`config.mk`:
```
export PLATFORM = sky130hd
export DESIGN_NAME = status_led_pio
export DESIGN_NICKNAME = d
export VERILOG_FILES = /design/src/rtl/status_led_pio.sv
export SDC_FILE = /design/constraint.sdc
export NUM_CORES = 1
export LEC_CHECK = 0
export ABC_AREA = 1
export CAP_MARGIN = 20
export CORE_MARGIN = 1
export CORE_UTILIZATION = 54
export DETAILED_ROUTE_END_ITERATION = 8
export PLACE_DENSITY_LB_ADDON = 0.05
export SETUP_SLACK_MARGIN = 0.15
export SYNTH_ARGS = -nofsm -noshare
export SYNTH_HDL_FRONTEND = slang
export SYNTH_SLANG_ARGS = --single-unit
export TNS_END_PERCENT = 1
```
`constraint.sdc`:
```
create_clock -name clk_clk -period 2.6 [get_ports clk_clk]
set_clock_uncertainty 0.15 [all_clocks]
set_input_delay 0.52 -clock clk_clk [delete_from_list [all_inputs] [get_ports clk_clk]]
set_output_delay 0.52 -clock clk_clk [all_outputs]
set_load 0.02 [all_outputs]
```
`src/rtl/status_led_pio.sv`:
```
// -----------------------------------------------------------------------------
// status_led_pio
// Avalon-MM slave that drives LED_WIDTH LED outputs with atomic set/clear,
// per-bit blink mode and a programmable blink rate, and watches STAT_WIDTH
// asynchronous status inputs. Rising edges on the status inputs are latched
// into sticky EDGE bits that raise a maskable level interrupt.
//
// Ports:
//   clk_clk                            system clock
//   reset_reset                        synchronous reset, active-high
//   avs_address/read/write/writedata   Avalon-MM slave request (no waitrequest)
//   avs_readdata                       registered read data, 1-cycle latency
//   irq                                registered level interrupt
//   stat_in                            asynchronous status inputs
//   led_pio_external_connection_export registered LED drive
//
// Word map: 0 DATA, 1 SET, 2 CLR, 3 MODE, 4 BLINK_DIV, 5 STAT, 6 EDGE (W1C),
//           7 IRQ_MASK. Unused bits read as 0.
// -----------------------------------------------------------------------------
module status_led_pio #(
  parameter int LED_WIDTH  = 8,
  parameter int STAT_WIDTH = 3,
  parameter int PRESCALE   = 50000,
  parameter int DIV_WIDTH  = 16
) (
  input  logic                  clk_clk,
  input  logic                  reset_reset,
  input  logic [2:0]            avs_address,
  input  logic                  avs_read,
  input  logic                  avs_write,
  input  logic [31:0]           avs_writedata,
  output logic [31:0]           avs_readdata,
  output logic                  irq,
  input  logic [STAT_WIDTH-1:0] stat_in,
  output logic [LED_WIDTH-1:0]  led_pio_external_connection_export
);

  localparam int PW = (PRESCALE > 2) ? $clog2(PRESCALE) : 1;

  localparam logic [2:0] A_DATA = 3'd0;
  localparam logic [2:0] A_SET  = 3'd1;
  localparam logic [2:0] A_CLR  = 3'd2;
  localparam logic [2:0] A_MODE = 3'd3;
  localparam logic [2:0] A_DIV  = 3'd4;
  localparam logic [2:0] A_STAT = 3'd5;
  localparam logic [2:0] A_EDGE = 3'd6;
  localparam logic [2:0] A_MASK = 3'd7;

  logic [LED_WIDTH-1:0]  data_q, data_d;
  logic [LED_WIDTH-1:0]  mode_q, mode_d;
  logic [DIV_WIDTH-1:0]  div_q, div_d;
  logic [STAT_WIDTH-1:0] mask_q, mask_d;
  logic [STAT_WIDTH-1:0] edge_q, edge_d;
  logic [STAT_WIDTH-1:0] sync1_q, sync1_d;
  logic [STAT_WIDTH-1:0] stat_s_q, stat_s_d;
  logic [STAT_WIDTH-1:0] stat_prev_q, stat_prev_d;
  logic [PW-1:0]         pre_q, pre_d;
  logic [DIV_WIDTH-1:0]  cnt_q, cnt_d;
  logic                  phase_q, phase_d;
  logic [31:0]           rdata_q, rdata_d;
  logic                  irq_q, irq_d;
  logic [LED_WIDTH-1:0]  led_q, led_d;

  logic                  tick;
  logic [STAT_WIDTH-1:0] rise;
  logic [31:0]           rd_mux;

  // Not every write-data bit lands in a register for every width choice;
  // folding the bus here keeps the whole port visibly consumed.
  logic unused_wdata;
  assign unused_wdata = ^avs_writedata;

  // Register-file updates: bus writes, sticky edge capture, synchroniser.
  always_comb begin
    data_d      = data_q;
    mode_d      = mode_q;
    div_d       = div_q;
    mask_d      = mask_q;
    sync1_d     = stat_in;
    stat_s_d    = sync1_q;
    stat_prev_d = stat_s_q;
    rise        = stat_s_q & ~stat_prev_q;
    edge_d      = edge_q;
    if (avs_write) begin
      case (avs_address)
        A_DATA:  data_d = avs_writedata[LED_WIDTH-1:0];
        A_SET:   data_d = data_q | avs_writedata[LED_WIDTH-1:0];
        A_CLR:   data_d = data_q & ~avs_writedata[LED_WIDTH-1:0];
        A_MODE:  mode_d = avs_writedata[LED_WIDTH-1:0];
        A_DIV:   div_d  = avs_writedata[DIV_WIDTH-1:0];
        A_EDGE:  edge_d = edge_q & ~avs_writedata[STAT_WIDTH-1:0];
        A_MASK:  mask_d = avs_writedata[STAT_WIDTH-1:0];
        default: ;
      endcase
    end
    // A new edge overrides a clear landing in the same cycle.
    edge_d = edge_d | rise;
  end

  // Blink timebase: prescaler tick drives a half-period counter and phase.
  always_comb begin
    tick    = (pre_q == PW'(PRESCALE - 1));
    pre_d   = tick ? '0 : pre_q + 1'b1;
    cnt_d   = cnt_q;
    phase_d = phase_q;
    if (div_q == '0) begin
      cnt_d   = '0;
      phase_d = 1'b1;
    end else if (tick) begin
      if (cnt_q == div_q - 1'b1) begin
        cnt_d   = '0;
        phase_d = ~phase_q;
      end else begin
        cnt_d = cnt_q + 1'b1;
      end
    end
    if (avs_write && avs_address == A_DIV) begin
      cnt_d = '0;
    end
  end

  // Read mux (pre-write values), interrupt and LED output next-state.
  always_comb begin
    rd_mux = '0;
    case (avs_address)
      A_DATA, A_SET, A_CLR: rd_mux[LED_WIDTH-1:0]  = data_q;
      A_MODE:               rd_mux[LED_WIDTH-1:0]  = mode_q;
      A_DIV:                rd_mux[DIV_WIDTH-1:0]  = div_q;
      A_STAT:               rd_mux[STAT_WIDTH-1:0] = stat_s_q;
      A_EDGE:               rd_mux[STAT_WIDTH-1:0] = edge_q;
      A_MASK:               rd_mux[STAT_WIDTH-1:0] = mask_q;
      default:              rd_mux = '0;
    endcase
    rdata_d = avs_read ? rd_mux : rdata_q;
    irq_d   = |(edge_q & mask_q);
    led_d   = data_q & (~mode_q | {LED_WIDTH{phase_q}});
  end

  always_ff @(posedge clk_clk) begin
    if (reset_reset) begin
      data_q      <= '0;
      mode_q      <= '0;
      div_q       <= '0;
      mask_q      <= '0;
      edge_q      <= '0;
      sync1_q     <= '0;
      stat_s_q    <= '0;
      stat_prev_q <= '0;
      pre_q       <= '0;
      cnt_q       <= '0;
      phase_q     <= 1'b1;
      rdata_q     <= '0;
      irq_q       <= 1'b0;
      led_q       <= '0;
    end else begin
      data_q      <= data_d;
      mode_q      <= mode_d;
      div_q       <= div_d;
      mask_q      <= mask_d;
      edge_q      <= edge_d;
      sync1_q     <= sync1_d;
      stat_s_q    <= stat_s_d;
      stat_prev_q <= stat_prev_d;
      pre_q       <= pre_d;
      cnt_q       <= cnt_d;
      phase_q     <= phase_d;
      rdata_q     <= rdata_d;
      irq_q       <= irq_d;
      led_q       <= led_d;
    end
  end

  assign avs_readdata                       = rdata_q;
  assign irq                                = irq_q;
  assign led_pio_external_connection_export = led_q;

endmodule

```
==> flow_summary.ini, run 1 <==
[run_status]
outcome = completed

[cts]
ctsHtreeMaxLevel = 3
cts_tree = built
hold_buffers = 0
clock_latency_ps = 380
clock_tree.root_cell = clkbuf_8
cts_made_buffers = 9
worst_setup_hold_path_clk_slew_ps = 100
max-clock-path-buffers = 2
cts.sink_count = 105

[detailed_routing]
detailroute.via_count = 4742
drt_iter0_markers = 172
number_of_vias_per_cell_after_detailed_routing = 5.24
drt_drc_violations_left = 0
drt-pass1-iter-count = 5
postRouteWirelength_mm = 11.3
detail_route.wl_per_cell_um = 12.5
postRouteAntennaNets = 0

[power_and_ir_drop]
leakagePower_nw = 2.37
power.clock.fraction_pct = 30.6
switching_share_pct = 28.8
total_power_mw = 3.07
netSwitchingPower_uw = 885
internal_power_mw = 2.18
p_per_area_nw_per_um2 = 524
vdd_drop_max_mv = 0.308
seq_power_share_pct = 54.9
power_frac_comb_pct = 14.4

[final_layout]
multiInputGateArea_um2 = 2520
final_cell_mix = nand2_1, dfxtp_1, inv_1, nor2_1, o21ai_0
fillcell_total = 896
layout_commonest_cell = nand2_1
syn2layout_area_growth_pct = 14.8
n_antenna_cell = 0
area.sequential_um2 = 2100
finalNetCount = 834
final_layout_size_suffix_gt1_share_pct = 7.30
count_of_placed_standard_cells_in_the_final_layout_fillers_left_out = 905

[timing]
grt_setup_unrepaired = no
number_of_failing_setup_endpoints_in_the_final_timing_report = 0
max_freq_ghz = 0.435
slew_violations = 0
relSlewSlack_pct = 57.7
timing.final.crit_period_ps = 2300
worst_slew_pin_slew_ps = 633
layout_worst_path_cycle_share_pct = 88.4
worst_hold_slack_ps = 258
postLayoutSetupSlackWorst_ps = 301
report.final.hold_viol_count = 0
setup-tns-final_ps = 0

[floorplan]
die_w_um = 99.2
floorplan.rows = 35
dieArea_um2 = 9850
floorplan.io_pins = 83
initial_core_util_pct = 55.5
die-height_um = 99.2
core_area_um2 = 9200

[placed_design]
hpwl_mm = 8.70
place.detailed.instances = 889
place_congestion = 0.866
total_of_buffers_placed_on_input_and_output_ports = 50
placement_setup_slack_ps = 110

[setup_path]
setup.worst_path.start = div_q[0]
start_kind = register
end_kind = register
worstSetupEndpoint = cnt_q[11]
regToRegSetupSlack_ps = 300
cp_data_arrival_time_ps = 2430
critical_path_class = reg2reg
critPathRequiredTime_ps = 2730
regToRegStartpoint = div_q[0]
timing.reg2reg.worst_path_depth = 9
worst_r2r_endpoint = cnt_q[11]
crit_fanout = 15

[synthesis]
yosys_warnings = 0
synth.cell_area_um2 = 5110
postSynthRegisterBits = 105
syn-instance-count = 736
avgSynthCellArea_um2 = 6.94
synth_seq_area_share_pct = 41.2
netlist-cell-type-count = 37

[grt]
first_pass_grt_wire_length_mm = 18.8
antenna_found_initial = 0
grt_overall_usage_pct = 23.9
grt_overflow_total = 0
number_of_global_route_vias_before_repair = 4298
maximum_number_of_pins_on_one_net_before_global_route_repair = 32

[hold_path]
hp-class = reg2reg
worst_hold_startpoint = stat_s_d[2]

[flow_run]
drv.max_cap_violation_count = 0
cells by family (layout without fill, tap and decap cells):
family          after synthesis  in the layout  share of synthesized area, %
simple gates                339            339                          29.3
buf+inv                     126            169                          10.8
flops                       105            105                          41.2
other cells                   1             16                        0.0734
fa+ha+maj                     3              3                         0.735
compound gates              146            146                          15.2
xor+xnor                     16             16                          2.74
power by group through the flow:
stage                     Sequential [mW]  Clock (mW)  Combinational (mW)
final                                1.69       0.940               0.443
after global routing                 1.69        1.05               0.496
after CTS                            1.69       0.984               0.439
after detailed placement             1.72           0               0.437
after global placement               1.72           0               0.430
after floorplan                      1.73           0               0.310
routing by layer:
metal	track usage (%)	wire [µm]	part of all wire, %
met1	29.4	5010	44
met2	40.8	5460	48
met3	5.20	569	5.0
met4	9.50	291	2.6
met5	0	0	0
how the worst min path moves through the flow:
stage,endpoint,slack (ps),cells past startpoint
floorplan,stat_prev_d[0],240,2
global placement,stat_prev_d[2],240,2
detailed placement,stat_prev_d[2],250,2
CTS,stat_prev_d[2],260,2
global route,stat_prev_d[2],280,2
finish,stat_prev_d[2],260,2
Yosys cell counts, drive strengths merged:
cell    number  area [µm²]
nand2      168         653
nor2       108         497
dfxtp      105        2100
inv         92         345
o21ai       68         340
a21oi       56         280
nand3       41         215
buf         19         150
clkbuf      13        48.8
nand4       12        75.1
xor2        10        87.6
o22ai        8        50.1
nor3         7        35.0
xnor2        6        52.6
a211oi       5        37.5
o211ai       4        30.0
ha           3        37.5
clkinv       2        7.51
a21o         1        7.51
a31oi        1        6.26
and3         1        6.26
conb         1        3.75
nor3b        1        7.51
nor4         1        6.26
o21a         1        7.51
o221ai       1        8.76
o31ai        1        7.51
timing repair:
item / in CTS / in global routing
buffers inserted: 0 / 0
endpoints found under the setup margin: 0 / 15
gates resized for setup: 0 / 2
sequential cells by signal, indices dropped and copies added (netlist names):
signal	flops
cnt_q	16
stat_prev_d	3
stat_s_d	3
stat_prev_q	3
mode_q	8
phase_q	1
irq	1
edge_q	3
div_q	16
avs_readdata	16
data_q	8
led_pio_external_connection_export	8
mask_q	3
pre_q	16
worst max-delay path, stage by stage, from the launching register on:
cell	delay (ps)
dfxtp_1	330
inv_1	180
ha_2	280
nand3_2	120
nor2_2	190
nand2_1	130
o31ai_1	360
nor2_1	190
nand2_8	180
nor2_1	70
area by class of cell:
cell class                      instances  area share [%]
Multi-Input combinational cell        520            43.0
Tap cell                              111            2.37
Clock buffer                           10            2.18
Inverter                               94            6.02
Timing Repair Buffer                   59            9.69
Sequential cell                       105            35.9
Clock inverter                          6           0.875
per-stage QoR:
step / utilization, % / instance area, µm²
after detailed placement: 61.7 / 5670
after floorplan: - / 5160
final: 63.7 / 5860
after CTS: 63.6 / 5850
after global placement: 61.7 / 5670
after global routing: 63.7 / 5860
Power figures use the tool's default switching activity.
==> run 2: changes to the inputs <==
- PLACE_DENSITY: not set -> 0.89
- PLACE_DENSITY_LB_ADDON: 0.05 -> not set
==> run 2 against run 1 <==
Effect of this change: worst setup slack better by 47 ps; critical path type unchanged; highest routed layer unchanged; sequential power about the same; power up 1.1%.
==> flow_summary.ini, run 2 (synthesis gave the netlist of run 1 again) <==
[detailed_routing]
drt_drc_violations_left = 0
detail_route.wl_per_cell_um = 12.8
postRouteAntennaNets = 0
number_of_vias_per_cell_after_detailed_routing = 5.32
drt_iter0_markers = 285
detailroute.via_count = 4829
postRouteWirelength_mm = 11.6
drt-pass1-iter-count = 4

[floorplan]
die-height_um = 99.2
die_w_um = 99.2
dieArea_um2 = 9850
floorplan.rows = 35
floorplan.io_pins = 83
initial_core_util_pct = 55.5
core_area_um2 = 9200

[final_layout]
final_cell_mix = nand2_1, dfxtp_1, inv_1, nor2_1, o21ai_0
layout_commonest_cell = nand2_1
final_layout_size_suffix_gt1_share_pct = 7.78
syn2layout_area_growth_pct = 15.4
fillcell_total = 811
fin_util_pct = 64.1
finalNetCount = 837
n_antenna_cell = 0

[grt]
grt_overflow_total = 0
grt_overall_usage_pct = 24.9
first_pass_grt_wire_length_mm = 19.7
antenna_found_initial = 0
maximum_number_of_pins_on_one_net_before_global_route_repair = 49
number_of_global_route_vias_before_repair = 4410

[flow_run]
drv.max_cap_violation_count = 0

[placed_design]
place_congestion = 0.919
placement_setup_slack_ps = 190
total_of_buffers_placed_on_input_and_output_ports = 50
hpwl_mm = 8.48

[cts]
cts_made_buffers = 9
ctsHtreeMaxLevel = 3
clock_tree.root_cell = clkbuf_8
hold_buffers = 0
worst_setup_hold_path_clk_slew_ps = 110
clock_latency_ps = 380
cts_tree = built
cts.repair_timing.setup_buffer_count = 0
cts.sink_count = 105
max-clock-path-buffers = 2
cts.repair.resized = 0

[timing]
worst_slew_pin_slew_ps = 623
postLayoutSetupSlackWorst_ps = 348
number_of_failing_setup_endpoints_in_the_final_timing_report = 0
relSlewSlack_pct = 58.4
slew_violations = 0
max_freq_ghz = 0.444
grt_setup_unrepaired = no
layout_worst_path_cycle_share_pct = 86.6
setup-tns-final_ps = 0
timing.final.crit_period_ps = 2250
report.final.hold_viol_count = 0

[setup_path]
crit_fanout = 15
cp_data_arrival_time_ps = 2370
end_kind = register
start_kind = register
timing.reg2reg.worst_path_depth = 9
critical_path_class = reg2reg
critPathRequiredTime_ps = 2720

[run_status]
outcome = completed

[hold_path]
holdPathStages = 2
hp-class = reg2reg

[power_and_ir_drop]
vdd_drop_max_mv = 0.297
leakagePower_nw = 2.38
total_power_mw = 3.10
p_per_area_nw_per_um2 = 527
==> run 2: cell count changes in the layout (fill, tap and decap cells not counted) <==
cell        before  now
clkbuf_1         1    0
clkbuf_8         9   10
clkinvlp_4       0    1
buf_4            9   12
clkinv_4         3    2
==> run 2: where the power goes <==
group	internal [mW]	switching (mW)	total (mW)
logic	0.170	0.281	0.450
clock network	0.387	0.581	0.967
registers	1.65	0.0324	1.69
==> run 2: routing by layer <==
layer,track usage [%],share of wire [%]
met1,32.9,46
met2,40.5,47
met3,4.15,5.4
met4,9.95,1.5
met5,0,0
==> run 2: stage by stage <==
step	hold WS [ps]	area, µm²	cells
after floorplan	238	5160	751
after global placement	239	5690	892
after detailed placement	246	5690	892
after CTS	259	5880	908
after global routing	283	5890	908
final	259	5890	908
==> run 2: area by class of cell <==
type	count	area (µm²)	area share (%)
Tap cell	111	139	2.36
Timing Repair Buffer	62	591	10.0
Sequential cell	105	2100	35.7
Inverter	94	353	5.99
Clock inverter	6	50.0	0.849
Multi-Input combinational cell	520	2520	42.8
Clock buffer	10	138	2.34
==> run 2: final timing paths <==
check / start / endpoint / slack [ps]
worst max register to register: div_q[0] / cnt_q[15] / 350
worst max-delay path: div_q[0] / cnt_q[15] / 350
worst min register to register: stat_s_d[2] / stat_prev_d[2] / 260
worst min-delay path: stat_s_d[2] / stat_prev_d[2] / 260
==> run 2: worst max-delay path, cell delays in order, from the launching register on <==
cell and delay [ps]:
dfxtp_1 360, inv_1 210, ha_2 280, nand3_2 130, nor2_2 170, nand2_1 110
o31ai_1 300, nor2_1 180, nand2_8 180, nor2_1 70
==> run 3: changes to the inputs <==
- CAP_MARGIN: 20 -> not set
==> results of run 3 <==
Same layout as run 2: the final DEF is identical, and so are final timing and power.
